===== src/rtl/core_pkg.sv =====
// Shared MIPS core definitions: opcode/funct encodings, ALU operations and
// the control half of the ID/EX pipeline register.
package core_pkg;

    typedef enum logic [5:0] {
        OP_RTYPE = 6'h00,
        OP_BEQ   = 6'h04,
        OP_BNE   = 6'h05,
        OP_ADDI  = 6'h08,
        OP_ADDIU = 6'h09,
        OP_SLTI  = 6'h0A,
        OP_SLTIU = 6'h0B,
        OP_ANDI  = 6'h0C,
        OP_ORI   = 6'h0D,
        OP_XORI  = 6'h0E,
        OP_LUI   = 6'h0F,
        OP_LW    = 6'h23,
        OP_SW    = 6'h2B
    } opcode_e;

    typedef enum logic [5:0] {
        F_SLL  = 6'h00,
        F_SRL  = 6'h02,
        F_SRA  = 6'h03,
        F_ADD  = 6'h20,
        F_ADDU = 6'h21,
        F_SUB  = 6'h22,
        F_SUBU = 6'h23,
        F_AND  = 6'h24,
        F_OR   = 6'h25,
        F_XOR  = 6'h26,
        F_NOR  = 6'h27,
        F_SLT  = 6'h2A,
        F_SLTU = 6'h2B
    } funct_e;

    typedef enum logic [3:0] {
        ALU_ADD  = 4'd0,
        ALU_SUB  = 4'd1,
        ALU_AND  = 4'd2,
        ALU_OR   = 4'd3,
        ALU_XOR  = 4'd4,
        ALU_NOR  = 4'd5,
        ALU_SLT  = 4'd6,
        ALU_SLTU = 4'd7,
        ALU_SLL  = 4'd8,
        ALU_SRL  = 4'd9,
        ALU_SRA  = 4'd10,
        ALU_LUI  = 4'd11
    } alu_op_t;

    typedef struct packed {
        logic [4:0] shamt;
        logic [4:0] rs;
        logic [4:0] rt;
        logic [4:0] dest;
        alu_op_t    alu_op;
        logic       alu_src_imm;
        logic       regwrite;
        logic       memread;
        logic       memwrite;
        logic       beq;
        logic       bne;
        logic       illegal;
    } ctrl_t;

    // Data fields (pc/operands/imm) are XLEN-parameterised and live beside this.
    typedef struct packed {
        logic  valid;
        ctrl_t ctrl;
    } id_ex_t;

endpackage


===== src/rtl/instr_decoder.sv =====
// Pure combinational decode of the supported MIPS-I integer subset.
module instr_decoder
    import core_pkg::*;
#(
    parameter int unsigned XLEN = 32
) (
    input  logic [31:0]     instr_i,
    output ctrl_t           ctrl_o,
    output logic [XLEN-1:0] imm_o,
    output logic            rs_used_o,
    output logic            rt_used_o
);

    opcode_e     opcode;
    funct_e      funct;
    logic [15:0] imm16;

    assign opcode = opcode_e'(instr_i[31:26]);
    assign funct  = funct_e'(instr_i[5:0]);
    assign imm16  = instr_i[15:0];

    // NOTE: every output gets a default first so no path can infer a latch.
    always_comb begin
        ctrl_o       = '0;
        ctrl_o.rs    = instr_i[25:21];
        ctrl_o.rt    = instr_i[20:16];
        ctrl_o.shamt = instr_i[10:6];
        imm_o        = {{(XLEN-16){imm16[15]}}, imm16};
        rs_used_o    = 1'b1;
        rt_used_o    = 1'b0;

        case (opcode)
            OP_RTYPE: begin
                ctrl_o.dest     = instr_i[15:11];
                ctrl_o.regwrite = 1'b1;
                rt_used_o       = 1'b1;
                case (funct)
                    F_ADD, F_ADDU: ctrl_o.alu_op = ALU_ADD;
                    F_SUB, F_SUBU: ctrl_o.alu_op = ALU_SUB;
                    F_AND:         ctrl_o.alu_op = ALU_AND;
                    F_OR:          ctrl_o.alu_op = ALU_OR;
                    F_XOR:         ctrl_o.alu_op = ALU_XOR;
                    F_NOR:         ctrl_o.alu_op = ALU_NOR;
                    F_SLT:         ctrl_o.alu_op = ALU_SLT;
                    F_SLTU:        ctrl_o.alu_op = ALU_SLTU;
                    F_SLL: begin ctrl_o.alu_op = ALU_SLL; rs_used_o = 1'b0; end
                    F_SRL: begin ctrl_o.alu_op = ALU_SRL; rs_used_o = 1'b0; end
                    F_SRA: begin ctrl_o.alu_op = ALU_SRA; rs_used_o = 1'b0; end
                    default:       ctrl_o.illegal = 1'b1;
                endcase
            end
            OP_ADDI, OP_ADDIU, OP_SLTI, OP_SLTIU,
            OP_ANDI, OP_ORI, OP_XORI, OP_LUI, OP_LW: begin
                ctrl_o.dest        = instr_i[20:16];
                ctrl_o.regwrite    = 1'b1;
                ctrl_o.alu_src_imm = 1'b1;
                ctrl_o.memread     = (opcode == OP_LW);
                case (opcode)
                    OP_SLTI:  ctrl_o.alu_op = ALU_SLT;
                    OP_SLTIU: ctrl_o.alu_op = ALU_SLTU;
                    OP_ANDI: begin ctrl_o.alu_op = ALU_AND; imm_o = XLEN'(imm16); end
                    OP_ORI:  begin ctrl_o.alu_op = ALU_OR;  imm_o = XLEN'(imm16); end
                    OP_XORI: begin ctrl_o.alu_op = ALU_XOR; imm_o = XLEN'(imm16); end
                    OP_LUI: begin
                        ctrl_o.alu_op = ALU_LUI;
                        imm_o         = XLEN'({imm16, 16'h0000});
                        rs_used_o     = 1'b0;
                    end
                    default:  ctrl_o.alu_op = ALU_ADD;
                endcase
            end
            OP_SW: begin
                ctrl_o.alu_src_imm = 1'b1;
                ctrl_o.memwrite    = 1'b1;
                ctrl_o.alu_op      = ALU_ADD;
                rt_used_o          = 1'b1;
            end
            OP_BEQ, OP_BNE: begin
                ctrl_o.alu_op = ALU_SUB;
                ctrl_o.beq    = (opcode == OP_BEQ);
                ctrl_o.bne    = (opcode == OP_BNE);
                rt_used_o     = 1'b1;
            end
            default: ctrl_o.illegal = 1'b1;
        endcase

        // Illegal encodings must not write, access memory or trigger hazards.
        if (ctrl_o.illegal) begin
            ctrl_o.dest     = '0;
            ctrl_o.alu_op   = ALU_ADD;
            ctrl_o.regwrite = 1'b0;
            rs_used_o       = 1'b0;
            rt_used_o       = 1'b0;
        end
        if (ctrl_o.dest == 5'd0) begin
            ctrl_o.regwrite = 1'b0;
        end
    end

endmodule


===== src/rtl/decode_stage.sv =====
// MIPS ID stage: decode, writeback bypass, load-use hazard detection and
// the ID/EX pipeline register.
module decode_stage
    import core_pkg::*;
#(
    parameter int unsigned XLEN = 32
) (
    input  logic            clk,
    input  logic            rst_n,
    input  logic            id_valid,
    input  logic [XLEN-1:0] id_instr,
    input  logic [XLEN-1:0] id_pc,
    output logic [4:0]      rs_addr,
    output logic [4:0]      rt_addr,
    input  logic [XLEN-1:0] rs_data,
    input  logic [XLEN-1:0] rt_data,
    input  logic            wb_regwrite,
    input  logic [4:0]      wb_rd,
    input  logic [XLEN-1:0] wb_data,
    input  logic            ex_stall,
    input  logic            flush,
    output logic            id_stall,
    output logic            ex_valid,
    output logic [XLEN-1:0] ex_pc,
    output logic [XLEN-1:0] ex_opa,
    output logic [XLEN-1:0] ex_opb,
    output logic [XLEN-1:0] ex_imm,
    output logic [4:0]      ex_shamt,
    output logic [4:0]      ex_rs,
    output logic [4:0]      ex_rt,
    output logic [4:0]      ex_dest,
    output logic [3:0]      ex_alu_op,
    output logic            ex_alu_src_imm,
    output logic            ex_regwrite,
    output logic            ex_memread,
    output logic            ex_memwrite,
    output logic            ex_beq,
    output logic            ex_bne,
    output logic            ex_illegal
);

    ctrl_t           dec_ctrl;
    logic [XLEN-1:0] dec_imm;
    logic            rs_used;
    logic            rt_used;

    instr_decoder #(.XLEN(XLEN)) u_decoder (
        .instr_i   (id_instr[31:0]),
        .ctrl_o    (dec_ctrl),
        .imm_o     (dec_imm),
        .rs_used_o (rs_used),
        .rt_used_o (rt_used)
    );

    assign rs_addr = dec_ctrl.rs;
    assign rt_addr = dec_ctrl.rt;

    // The regfile returns the old value during a same-cycle write; bypass it.
    logic [XLEN-1:0] opa_fwd;
    logic [XLEN-1:0] opb_fwd;
    assign opa_fwd = (wb_regwrite && wb_rd != 5'd0 && wb_rd == dec_ctrl.rs) ? wb_data : rs_data;
    assign opb_fwd = (wb_regwrite && wb_rd != 5'd0 && wb_rd == dec_ctrl.rt) ? wb_data : rt_data;

    id_ex_t          ctrl_q, ctrl_d;
    logic [XLEN-1:0] pc_q, pc_d;
    logic [XLEN-1:0] opa_q, opa_d;
    logic [XLEN-1:0] opb_q, opb_d;
    logic [XLEN-1:0] imm_q, imm_d;
    logic            hazard;

    assign hazard = id_valid && ctrl_q.valid && ctrl_q.ctrl.memread && ctrl_q.ctrl.dest != 5'd0 &&
                    ((rs_used && ctrl_q.ctrl.dest == dec_ctrl.rs) ||
                     (rt_used && ctrl_q.ctrl.dest == dec_ctrl.rt));

    assign id_stall = rst_n && (ex_stall || (hazard && !flush));

    always_comb begin
        ctrl_d = ctrl_q;
        pc_d   = pc_q;
        opa_d  = opa_q;
        opb_d  = opb_q;
        imm_d  = imm_q;
        if (flush) begin
            ctrl_d = '0;
        end else if (ex_stall) begin
            ctrl_d = ctrl_q;
        end else if (hazard) begin
            ctrl_d = '0;
        end else begin
            ctrl_d.valid = id_valid;
            ctrl_d.ctrl  = id_valid ? dec_ctrl : '0;
            pc_d         = id_pc;
            opa_d        = opa_fwd;
            opb_d        = opb_fwd;
            imm_d        = dec_imm;
        end
    end

    // NOTE: state registers use non-blocking assignments so every flop samples
    // pre-edge values regardless of process ordering.
    always_ff @(posedge clk or negedge rst_n) begin
        if (!rst_n) begin
            ctrl_q <= '0;
            pc_q   <= '0;
            opa_q  <= '0;
            opb_q  <= '0;
            imm_q  <= '0;
        end else begin
            ctrl_q <= ctrl_d;
            pc_q   <= pc_d;
            opa_q  <= opa_d;
            opb_q  <= opb_d;
            imm_q  <= imm_d;
        end
    end

    assign ex_valid       = ctrl_q.valid;
    assign ex_pc          = pc_q;
    assign ex_opa         = opa_q;
    assign ex_opb         = opb_q;
    assign ex_imm         = imm_q;
    assign ex_shamt       = ctrl_q.ctrl.shamt;
    assign ex_rs          = ctrl_q.ctrl.rs;
    assign ex_rt          = ctrl_q.ctrl.rt;
    assign ex_dest        = ctrl_q.ctrl.dest;
    assign ex_alu_op      = ctrl_q.ctrl.alu_op;
    assign ex_alu_src_imm = ctrl_q.ctrl.alu_src_imm;
    assign ex_regwrite    = ctrl_q.ctrl.regwrite;
    assign ex_memread     = ctrl_q.ctrl.memread;
    assign ex_memwrite    = ctrl_q.ctrl.memwrite;
    assign ex_beq         = ctrl_q.ctrl.beq;
    assign ex_bne         = ctrl_q.ctrl.bne;
    assign ex_illegal     = ctrl_q.ctrl.illegal;

endmodule


===== config.mk =====
export PLATFORM = sky130hd
export DESIGN_NAME = decode_stage
export DESIGN_NICKNAME = d
export VERILOG_FILES = /design/src/rtl/core_pkg.sv /design/src/rtl/instr_decoder.sv /design/src/rtl/decode_stage.sv
export SDC_FILE = /design/constraint.sdc
export NUM_CORES = 1
export LEC_CHECK = 0
export CORE_ASPECT_RATIO = 1.5
export CORE_MARGIN = 2
export CORE_UTILIZATION = 47
export CTS_CLUSTER_SIZE = 8
export DETAILED_ROUTE_END_ITERATION = 7
export GPL_ROUTABILITY_DRIVEN = 0
export PLACE_DENSITY = 0.95
export SETUP_SLACK_MARGIN = 0.15
export SYNTH_ARGS = -nofsm -noshare
export SYNTH_HDL_FRONTEND = slang
export SYNTH_SLANG_ARGS = --single-unit
export TNS_END_PERCENT = 20

===== constraint.sdc =====
create_clock -name clk -period 4.45 [get_ports clk]
set_clock_uncertainty 0.15 [all_clocks]
set_input_delay 0.6675 -clock clk [delete_from_list [all_inputs] [get_ports clk]]
set_output_delay 0.6675 -clock clk [all_outputs]
set_load 0.005 [all_outputs]

Yosys cells after proc, flatten, opt, wreduce, memory -nomap -nowiden
Index checks and enable logic that the tools add are counted.
Widths: inputs -> output; s select.
{"block": "op_classes", "n_eq_ne": 29, "mux": 28, "bitwise": 3, "reduce_logical": 30}
{"cell": "$mux 32", "n": 6}
{"cell": "$eq 6x6->1 const B", "n": 12}
{"cell": "$pmux 32 s2", "n": 1}
{"cell": "$eq 6x4->1 const B", "n": 8}
{"cell": "$pmux 4 s10", "n": 1}
{"cell": "$mux 31", "n": 1}
{"cell": "$pmux 4 s6", "n": 1}
{"cell": "$eq 5x5->1", "n": 4}
{"cell": "$reduce_or 10->1", "n": 2}
{"cell": "$reduce_or 13->1", "n": 1}
{"cell": "$eq 6x2->1 const B", "n": 2}
{"cell": "$eq 6x3->1 const B", "n": 2}
{"cell": "$logic_not 6->1", "n": 2}
{"cell": "$mux 1", "n": 12}
{"cell": "$pmux 4 s3", "n": 1}
{"cell": "$reduce_or 12->1", "n": 1}
{"cell": "$logic_and 1x1->1", "n": 11}
{"cell": "$pmux 5 s2", "n": 1}
{"cell": "$reduce_bool 5->1", "n": 2}
{"cell": "$mux 9", "n": 1}
{"cell": "$reduce_or 9->1", "n": 1}
{"cell": "$reduce_or 3->1", "n": 2}
{"cell": "$logic_not 5->1", "n": 1}
{"cell": "$pmux 1 s2", "n": 2}
{"cell": "other kinds (8)", "n": 12}
{"block": "totals", "reg_bits": 160, "wordCells": 107}

Longest topological paths before layout
Gate-level depths: netlist (run 1).
{"block": "logic_depth", "ltp_word": 11, "ltp_mapped": 9, "mapped_depth_nobuf": 6}

By module
Synthesis (run 1) repeated with hierarchy kept, for this count alone.
{"block": "hier_totals", "cells_unflattened": 589, "hier_area_um2": 8331.7}
{"module": "decode_stage", "instances": 1, "cells_per_inst": 453, "area_per_inst_um2": 7427.1}
{"module": "instr_decoder", "instances": 1, "cells_per_inst": 136, "area_per_inst_um2": 904.6}

Worst setup path before layout (run 1)
Ideal clock, no wire load.
{"block": "synth_timing", "kind": "input-to-output", "startpoint": "input port id_instr[26]", "endpoint": "output port id_stall", "arrival_ns": 2.116, "path_slack_ns": 1.516, "stages": 7, "cell_sequence": "buf_2 nor4_1 nand2_1 o311ai_4 a211o_2 nor3_1 o21a_1"}
{"block": "synth_between", "elab_chain_len": 10, "elab_cells_between_ends": 29}
{"element": "from (decl)", "line_no": "decode_stage.sv:11", "source": "input logic [XLEN-1:0] id_instr,"}
{"element": "$eq 6x6->1 (tied with other cells)", "line_no": "instr_decoder.sv:32", "source": "case (opcode)"}
{"element": "$reduce_or 12->1 (no source line) (tied with other cells)"}
{"element": "$pmux 1 s2 or $mux 1 (tied branches)", "line_no": "instr_decoder.sv:32"}
{"element": "$mux 1", "line_no": "instr_decoder.sv:88", "source": "if (ctrl_o.illegal) begin"}
{"element": "$logic_and 1x1->1 (on tied branches)", "line_no": "decode_stage.sv:72, decode_stage.sv:73"}
{"element": "$logic_or 1x1->1 (*)", "line_no": "decode_stage.sv:72", "source": "((rs_used && ctrl_q.ctrl.dest == dec_ctrl.rs) ||"}
{"element": "$logic_and 1x1->1 (*)", "line_no": "decode_stage.sv:71", "source": "assign hazard = id_valid && ctrl_q.valid && ctrl_q.ctrl.memread && ctrl_q.ctrl.dest != 5'd0 &&"}
{"element": "$logic_and 1x1->1 (*)", "line_no": "decode_stage.sv:75", "source": "assign id_stall = rst_n && (ex_stall || (hazard && !flush));"}
{"element": "$logic_or 1x1->1 (*)", "line_no": "decode_stage.sv:75"}
{"element": "$logic_and 1x1->1 (*)", "line_no": "decode_stage.sv:75"}
{"element": "to (decl)", "line_no": "decode_stage.sv:22", "source": "output logic id_stall,"}
Every way passes the cells marked *; elsewhere a longest branch is shown, timed or not.

Worst setup path after layout (run 1)
Ends and elaborated chain as after synthesis.

==> flow_metrics.py, run 1 <==
metrics = {
    "run_status": {
        "status": "finished, final reports clean",
    },
    "clock_network": {
        "cts-root-buf": "clkbuf_16",
        "cts_tree": "built",
        "cts_resized": 0,
        "cts.sink_count": 160,
        "clkTransAtPathRegs_ns": 0.07,
        "numCtsBuffers": 17,
        "clock_path_buffers": 2,
        "postCtsSetupBuffers": 0,
        "hold_buffers": 0,
        "cts-htree-levels": 4,
        "clk_latency_ns": 0.41,
    },
    "pwr": {
        "combPwrFrac_pct": 24.7,
        "vdd_drop_max_uv": 261,
        "internal-power_mw": 3.14,
        "leakage_nw": 4.97,
        "power_frac_seq_pct": 41.0,
        "power.switching_mw": 1.11,
        "p_per_area_mw_per_mm2": 346,
        "pwr-share-clk_pct": 34.3,
        "p_total_mw": 4.25,
        "p_sw_share_pct": 26.1,
    },
    "place": {
        "place_hpwl_microns": 20800,
        "portBuffers": 341,
        "placed_cell_area_sq_mm": 0.0117,
        "dp_cells": 1174,
    },
    "timing": {
        "max_freq_ghz": 0.245,
        "tightest_slew_ns": 1.12,
        "final.min_clock_period_ns": 4.08,
        "final_max_slew_viol_count": 0,
        "min_period_over_period_pct": 91.6,
        "finalSetupTns_ns": 0,
        "finalHoldViolations": 0,
        "timing.hold.ws_ns": 0.0675,
        "grt_setup_unrepaired": "false",
        "max-slew-margin-rel_pct": 24.8,
        "report.final.setup_viol": 0,
    },
    "floorplan": {
        "die_h_microns": 165,
        "rows": 58,
        "io_pins": 342,
        "die_area_sq_mm": 0.0184,
        "die_width_microns": 111,
        "initial_core_util_pct": 48.2,
        "coreArea_sq_mm": 0.0168,
    },
    "global_route": {
        "use_met3_pct": 9.21,
        "top_usage_layer": "met2",
        "antenna_found_initial": 5,
        "grt-ovfl-total": 0,
        "grt_max_degree": 59,
        "grt_util_met1_pct": 33.4,
        "first_global_vias": 7129,
        "grt.total_usage_pct": 29.8,
        "grt_pass1_wl_microns": 42300,
        "met2_usage_pct": 54.7,
    },
    "logic_synthesis": {
        "yosys.area.top_type": "dfrtp_1",
        "synthFlopType": "dfrtp_1",
        "synth_top_cell_area_share_pct": 49.3,
        "ys_seq_elements": 160,
        "syn_area_per_cell_sq_um": 12.4,
        "synthTopCellsByArea": "dfrtp_1, mux2_2, mux2_4, nand2_1, o21ai_0",
        "ys_seq_area_share_pct": 49.3,
        "yosys_warnings": 0,
        "synth_cell_types": 50,
        "ys_async_sr_fraction_pct": 100,
        "synth_common_cells": "dfrtp_1, mux2_2, mux2_4, nand2_1, o21ai_0",
        "synth_cells": 657,
        "yosysMostFrequentCell": "dfrtp_1",
        "synth_area_sq_mm": 0.00812,
        "synth_edf_count": 0,
        "syn_nets": 828,
    },
    "final_layout": {
        "final_nets": 1154,
        "instances_no_fill": 1208,
        "area_growth_pct": 51.3,
        "n_fill_cell": 1105,
        "design_area_sq_mm": 0.0123,
        "drive_gt1_share_pct": 23.2,
    },
    "drt": {
        "via_per_inst": 5.60,
        "drc": 0,
        "vias": 6760,
        "wirelength_microns": 27500,
        "drt_pass1_iterations": 6,
        "ant_nets": 0,
        "wire_per_inst_microns": 22.7,
        "drtIter0Drc": 367,
    },
    "worst_setup_path": {
        "path_max_fanout": 10,
        "end_kind": "output pin",
        "reg2reg_from": "ex_dest[0]$_DFFE_PN0P_",
        "crit_type": "in2out",
        "rrSetupSlack_ns": 1.64,
        "regToRegEndpoint": "ex_pc[11]$_DFFE_PN0P_",
        "cp-start-kind": "input pin",
        "required_ns": 3.63,
        "critPathArrivalTime_ns": 3.26,
        "worstSetupStartpoint": "id_instr[26]",
        "reg2reg_depth": 7,
    },
    "flow_run": {
        "cap_violations": 0,
    },
    "hold_path": {
        "hold_class": "in2async",
    },
}
[sequential cells by signal, indices dropped and copies added (netlist names)]
name            count
ex_memread          1
ex_memwrite         1
ex_opa             32
ex_dest             5
ex_bne              1
ex_regwrite         1
ex_opb             32
ex_imm             32
ex_alu_op           4
ex_shamt            5
ex_valid            1
ex_alu_src_imm      1
ex_beq              1
ex_illegal          1
ex_rt               5
ex_pc              32
ex_rs               5
[cell type report]
cell class / count / area, sq um / area share, %
antenna: 2 / 5.00 / 0.0407
clock buffer: 19 / 453 / 3.69
clock inverter: 13 / 128 / 1.04
inverter: 4 / 15.0 / 0.122
multi-input combinational: 435 / 3780 / 30.8
sequential: 160 / 4000 / 32.6
tap: 210 / 263 / 2.14
timing repair buffer: 365 / 3630 / 29.6
[through the flow]
stage	utilization (%)	setup WS, ns
after floorplan	-	1.52
after global placement	69.5	0.464
after detailed placement	69.5	0.421
after CTS	72.9	0.418
after global routing	72.9	0.250
final	72.9	0.372
[worst max path at each step]
stage | end | slack (ns)
3_5_place_dp | id_stall | 0.42
2_1_floorplan | id_stall | 1.52
4_1_cts | id_stall | 0.42
3_3_place_gp | id_stall | 0.46
6_report | id_stall | 0.37
5_1_grt | id_stall | 0.25
[power by group through the flow]
stage / Clock (mW) / Sequential, mW / Combinational [mW]
after global placement: 0 / 1.75 / 1.02
after CTS: 1.48 / 1.74 / 1.06
final: 1.46 / 1.74 / 1.05
after floorplan: 0 / 1.77 / 0.365
after global routing: 1.54 / 1.76 / 1.11
after detailed placement: 0 / 1.76 / 1.05
[layer usage]
layer,vias up,routed length (microns)
li1,3018,-
met1,3313,9840
met2,362,14500
met3,63,2350
met4,4,750
met5,-,33
[placed cells by master, fill, tap and decap left out, drive strengths merged, types with 2 or more instances in the layout]
| cell | count |
|---|---|
| clkdlybuf4s50 | 340 |
| mux2 | 161 |
| dfrtp | 160 |
| nand2 | 54 |
| o21ai | 33 |
| buf | 25 |
| nand3 | 21 |
| a21oi | 19 |
| clkbuf | 19 |
| nand3b | 17 |
| o2bb2ai | 16 |
| o22a | 15 |
| xor2 | 13 |
| nor2 | 12 |
| xnor2 | 8 |
| inv | 8 |
| o31ai | 7 |
| nor3 | 6 |
| a22oi | 6 |
| nand2b | 5 |
| nand4 | 5 |
| nor4 | 5 |
| or4 | 4 |
| clkinvlp | 4 |
| nor2b | 4 |
| clkinv | 4 |
| a31oi | 3 |
| diode | 2 |
| o32ai | 2 |
| o22ai | 2 |
| o211ai | 2 |
| o21a | 2 |
[critical path, stage by stage]
cell and delay (ns):
clkdlybuf4s50_1 0.67, nand4b_1 0.31, nor2_1 0.18, o21ai_0 0.10, o32a_2 0.41, nor3_1 0.26
o21a_1 0.14, clkdlybuf4s50_1 0.51
[cell families (layout without fill, tap and decap cells)]
family / after synthesis / in the layout / synth area share (%)
buffers and inverters: 62 / 401 / 4.48
muxes: 161 / 161 / 25.3
xor gates and xnor gates: 21 / 21 / 2.27
AOI/OAI and AO/OA: 113 / 113 / 9.68
DFF: 160 / 160 / 49.3
other: 0 / 2 / 0
and+or+nand+nor: 140 / 140 / 8.92
Power figures use the tool's default switching activity.
==> run 2, diff against run 1 <==
Settings changed: ABC_AREA set to 1, CORE_UTILIZATION 47 to 46, SETUP_SLACK_MARGIN 0.15 to 0.3.
==> run 2 against run 1 <==
Worst hold slack improved by 0.25 ns. Register-to-register slack gained 0.16 ns. Clock-buffer cell count is 1 higher. Wire length down 3.7%. Total power down 3.7%. Final area is 3.9% lower. First-iteration DRC count rose by 96%. Largest cell class unchanged. Largest power group unchanged. Highest routed layer is now met4.
==> flow_metrics.py, run 2 <==
metrics = {
    "worst_setup_path": {
        "cp_slowest_cell": "clkdlybuf4s50_1",
        "cp_num_buf_inv": 4,
        "end_kind": "output pin",
        "worstSetupStartpoint": "id_instr[26]",
        "setup.worst_path.end": "id_stall",
        "cp-start-kind": "input pin",
        "path_cells": "clkdlybuf4s50_1 > nand2_1 > inv_2 > nand3_1 > buf_4 > nand2_1 > nand2_1 > nand2_1 > nand2_1 > nand3_2 > nor2_1 > nor2_1 > nor2_1 > clkdlybuf4s50_1",
        "cp.depth": 14,
        "cpPeakStageDelay_ns": 0.51,
        "rrSetupSlack_ns": 1.80,
        "reg2reg_from": "ex_dest[2]$_DFFE_PN0P_",
        "path_max_fanout": 30,
        "crit_top_cell": "nand2_1",
        "crit_type": "in2out",
        "reg2reg_depth": 12,
        "critPathArrivalTime_ns": 3.02,
        "required_ns": 3.63,
        "critical-path-top-delay-family": "buffers and inverters",
        "regToRegEndpoint": "ex_illegal$_DFFE_PN0P_",
    },
    "pwr": {
        "p_per_area_mw_per_mm2": 347,
        "power_frac_seq_pct": 41.6,
        "combPwrFrac_pct": 21.6,
        "vdd_drop_max_uv": 208,
        "leakage_nw": 5.56,
        "internal-power_mw": 3.02,
        "p_sw_share_pct": 26.1,
        "pwr-share-clk_pct": 36.8,
        "power.switching_mw": 1.07,
    },
    "floorplan": {
        "rows": 58,
        "die_width_microns": 110,
        "io_pins": 342,
        "coreArea_sq_mm": 0.0166,
        "initial_core_util_pct": 46.7,
        "die_area_sq_mm": 0.0179,
        "die_h_microns": 163,
    },
    "logic_synthesis": {
        "synth_edf_count": 0,
        "ys_seq_area_share_pct": 51.6,
        "syn_area_per_cell_sq_um": 7.85,
        "synthTopCellsByArea": "dfrtp_1, nand2_1, nor2_1, nand3_1, o21ai_0",
        "ys_seq_elements": 160,
        "synth_common_cells": "nand2_1, dfrtp_1, nor2_1, inv_1, nand3_1",
        "synth_cells": 988,
        "yosys_warnings": 0,
        "synth_cell_types": 29,
        "synthFlopType": "dfrtp_1",
        "syn_nets": 1159,
        "yosys.area.top_type": "dfrtp_1",
        "synth_area_sq_mm": 0.00776,
        "ys_async_sr_fraction_pct": 100,
        "synth_top_cell_area_share_pct": 51.6,
        "yosysMostFrequentCell": "nand2_1",
    },
    "timing": {
        "finalSetupTns_ns": 0,
        "final.min_clock_period_ns": 3.83,
        "report.final.setup_viol": 0,
        "max-slew-margin-rel_pct": 30.2,
        "max_freq_ghz": 0.261,
        "timing.hold.ws_ns": 0.322,
        "min_period_over_period_pct": 86.1,
        "grt_setup_unrepaired": "false",
        "finalHoldViolations": 0,
        "final_max_slew_viol_count": 0,
        "tightest_slew_ns": 1.05,
    },
    "run_status": {
        "status": "finished, final reports clean",
    },
    "drt": {
        "drc": 0,
        "wirelength_microns": 26400,
        "drtIter0Drc": 721,
        "drt_pass1_iterations": 6,
        "vias": 8088,
        "via_per_inst": 5.32,
        "wire_per_inst_microns": 17.4,
        "ant_nets": 0,
    },
    "final_layout": {
        "register_area_sq_mm": 0.00400,
        "area_growth_pct": 52.1,
        "design_area_sq_mm": 0.0118,
        "final_nets": 1470,
        "n_fill_cell": 1215,
        "multi_input_area_sq_mm": 0.00308,
        "final_common_cell": "clkdlybuf4s50_1",
        "drive_gt1_share_pct": 4.50,
        "diodes": 0,
        "post-route-util_pct": 71.0,
        "final_cell_mix": "clkdlybuf4s50_1, nand2_1, dfrtp_1",
    },
    "hold_path": {
        "hold_class": "reg2reg",
    },
    "global_route": {
        "grt-ovfl-total": 0,
        "first_global_vias": 7796,
        "grt_pass1_wl_microns": 40000,
        "grt.total_usage_pct": 29.0,
        "antenna_found_initial": 0,
        "grt_max_degree": 118,
    },
    "clock_network": {
        "hold_buffers": 1,
        "postCtsSetupBuffers": 0,
        "cts-htree-levels": 4,
        "clock_path_buffers": 2,
        "cts_tree": "built",
        "cts-root-buf": "clkbuf_16",
        "clk_latency_ns": 0.41,
        "cts_resized": 0,
        "numCtsBuffers": 17,
        "cts.sink_count": 160,
        "clkTransAtPathRegs_ns": 0.07,
    },
    "flow_run": {
        "cap_violations": 0,
    },
    "place": {
        "portBuffers": 341,
        "placed_cell_area_sq_mm": 0.0112,
        "place_hpwl_microns": 19600,
    },
}
-- run 2: cell families after synthesis --
logic type,share of synthesized area [%]
and+or+nand+nor,24.9
AOI/OAI and AO/OA,13.2
DFF,51.6
buffers and inverters,8.92
xor gates and xnor gates,1.35
-- run 2: how the worst min path moves through the flow --
stage / startpoint / endpoint / slack (ns) / depth (start not counted)
final: ex_pc[18]$_DFFE_PN0P_ / ex_pc[18]$_DFFE_PN0P_ / 0.32 / 2
after global placement: ex_pc[17]$_DFFE_PN0P_ / ex_pc[17]$_DFFE_PN0P_ / 0.30 / 2
after CTS: ex_pc[10]$_DFFE_PN0P_ / ex_pc[10]$_DFFE_PN0P_ / 0.32 / 2
after floorplan: rst_n / ex_alu_op[0]$_DFFE_PN0P_ / 0.22 / 0
after global routing: ex_pc[10]$_DFFE_PN0P_ / ex_pc[10]$_DFFE_PN0P_ / 0.34 / 2
after detailed placement: ex_pc[10]$_DFFE_PN0P_ / ex_pc[10]$_DFFE_PN0P_ / 0.31 / 2
-- run 2: final cells by class --
type / count / area share [%]
sequential: 160 / 33.9
timing repair buffer: 356 / 30.1
multi-input combinational: 686 / 26.1
clock buffer: 20 / 3.79
inverter: 78 / 2.49
tap: 210 / 2.23
clock inverter: 11 / 1.31
-- run 2: metal layers --
metal | up-vias | share of wire, % | global-route usage [%]
li1 | 3772 | - | -
met1 | 3753 | 36 | 32.9
met2 | 447 | 50 | 48.7
met3 | 116 | 8.7 | 6.90
met4 | 0 | 6.1 | 16.9
met5 | - | 0 | 0
-- run 2: stage by stage --
step                      total power, mW  setup slack, ns  std cells
after floorplan                      1.99             1.74        988
after global placement               2.58            0.734       1489
after detailed placement             2.61            0.635       1489
after CTS                            4.12            0.638       1521
after global routing                 4.28            0.390       1521
final                                4.09            0.617       1521
-- run 2: worst min-delay path, delay by kind of cell, from the launching register on --
family,cells,cell delay (ns)
simple gates,2,0.10
flops,1,0.34
-- run 2: power by group through the flow --
| stage | clock network (mW) | registers (mW) | logic [mW] |
|---|---|---|---|
| after floorplan | 0 | 1.73 | 0.260 |
| after global placement | 0 | 1.72 | 0.858 |
| after detailed placement | 0 | 1.73 | 0.881 |
| after CTS | 1.53 | 1.70 | 0.887 |
| after global routing | 1.60 | 1.72 | 0.961 |
| final | 1.50 | 1.70 | 0.883 |
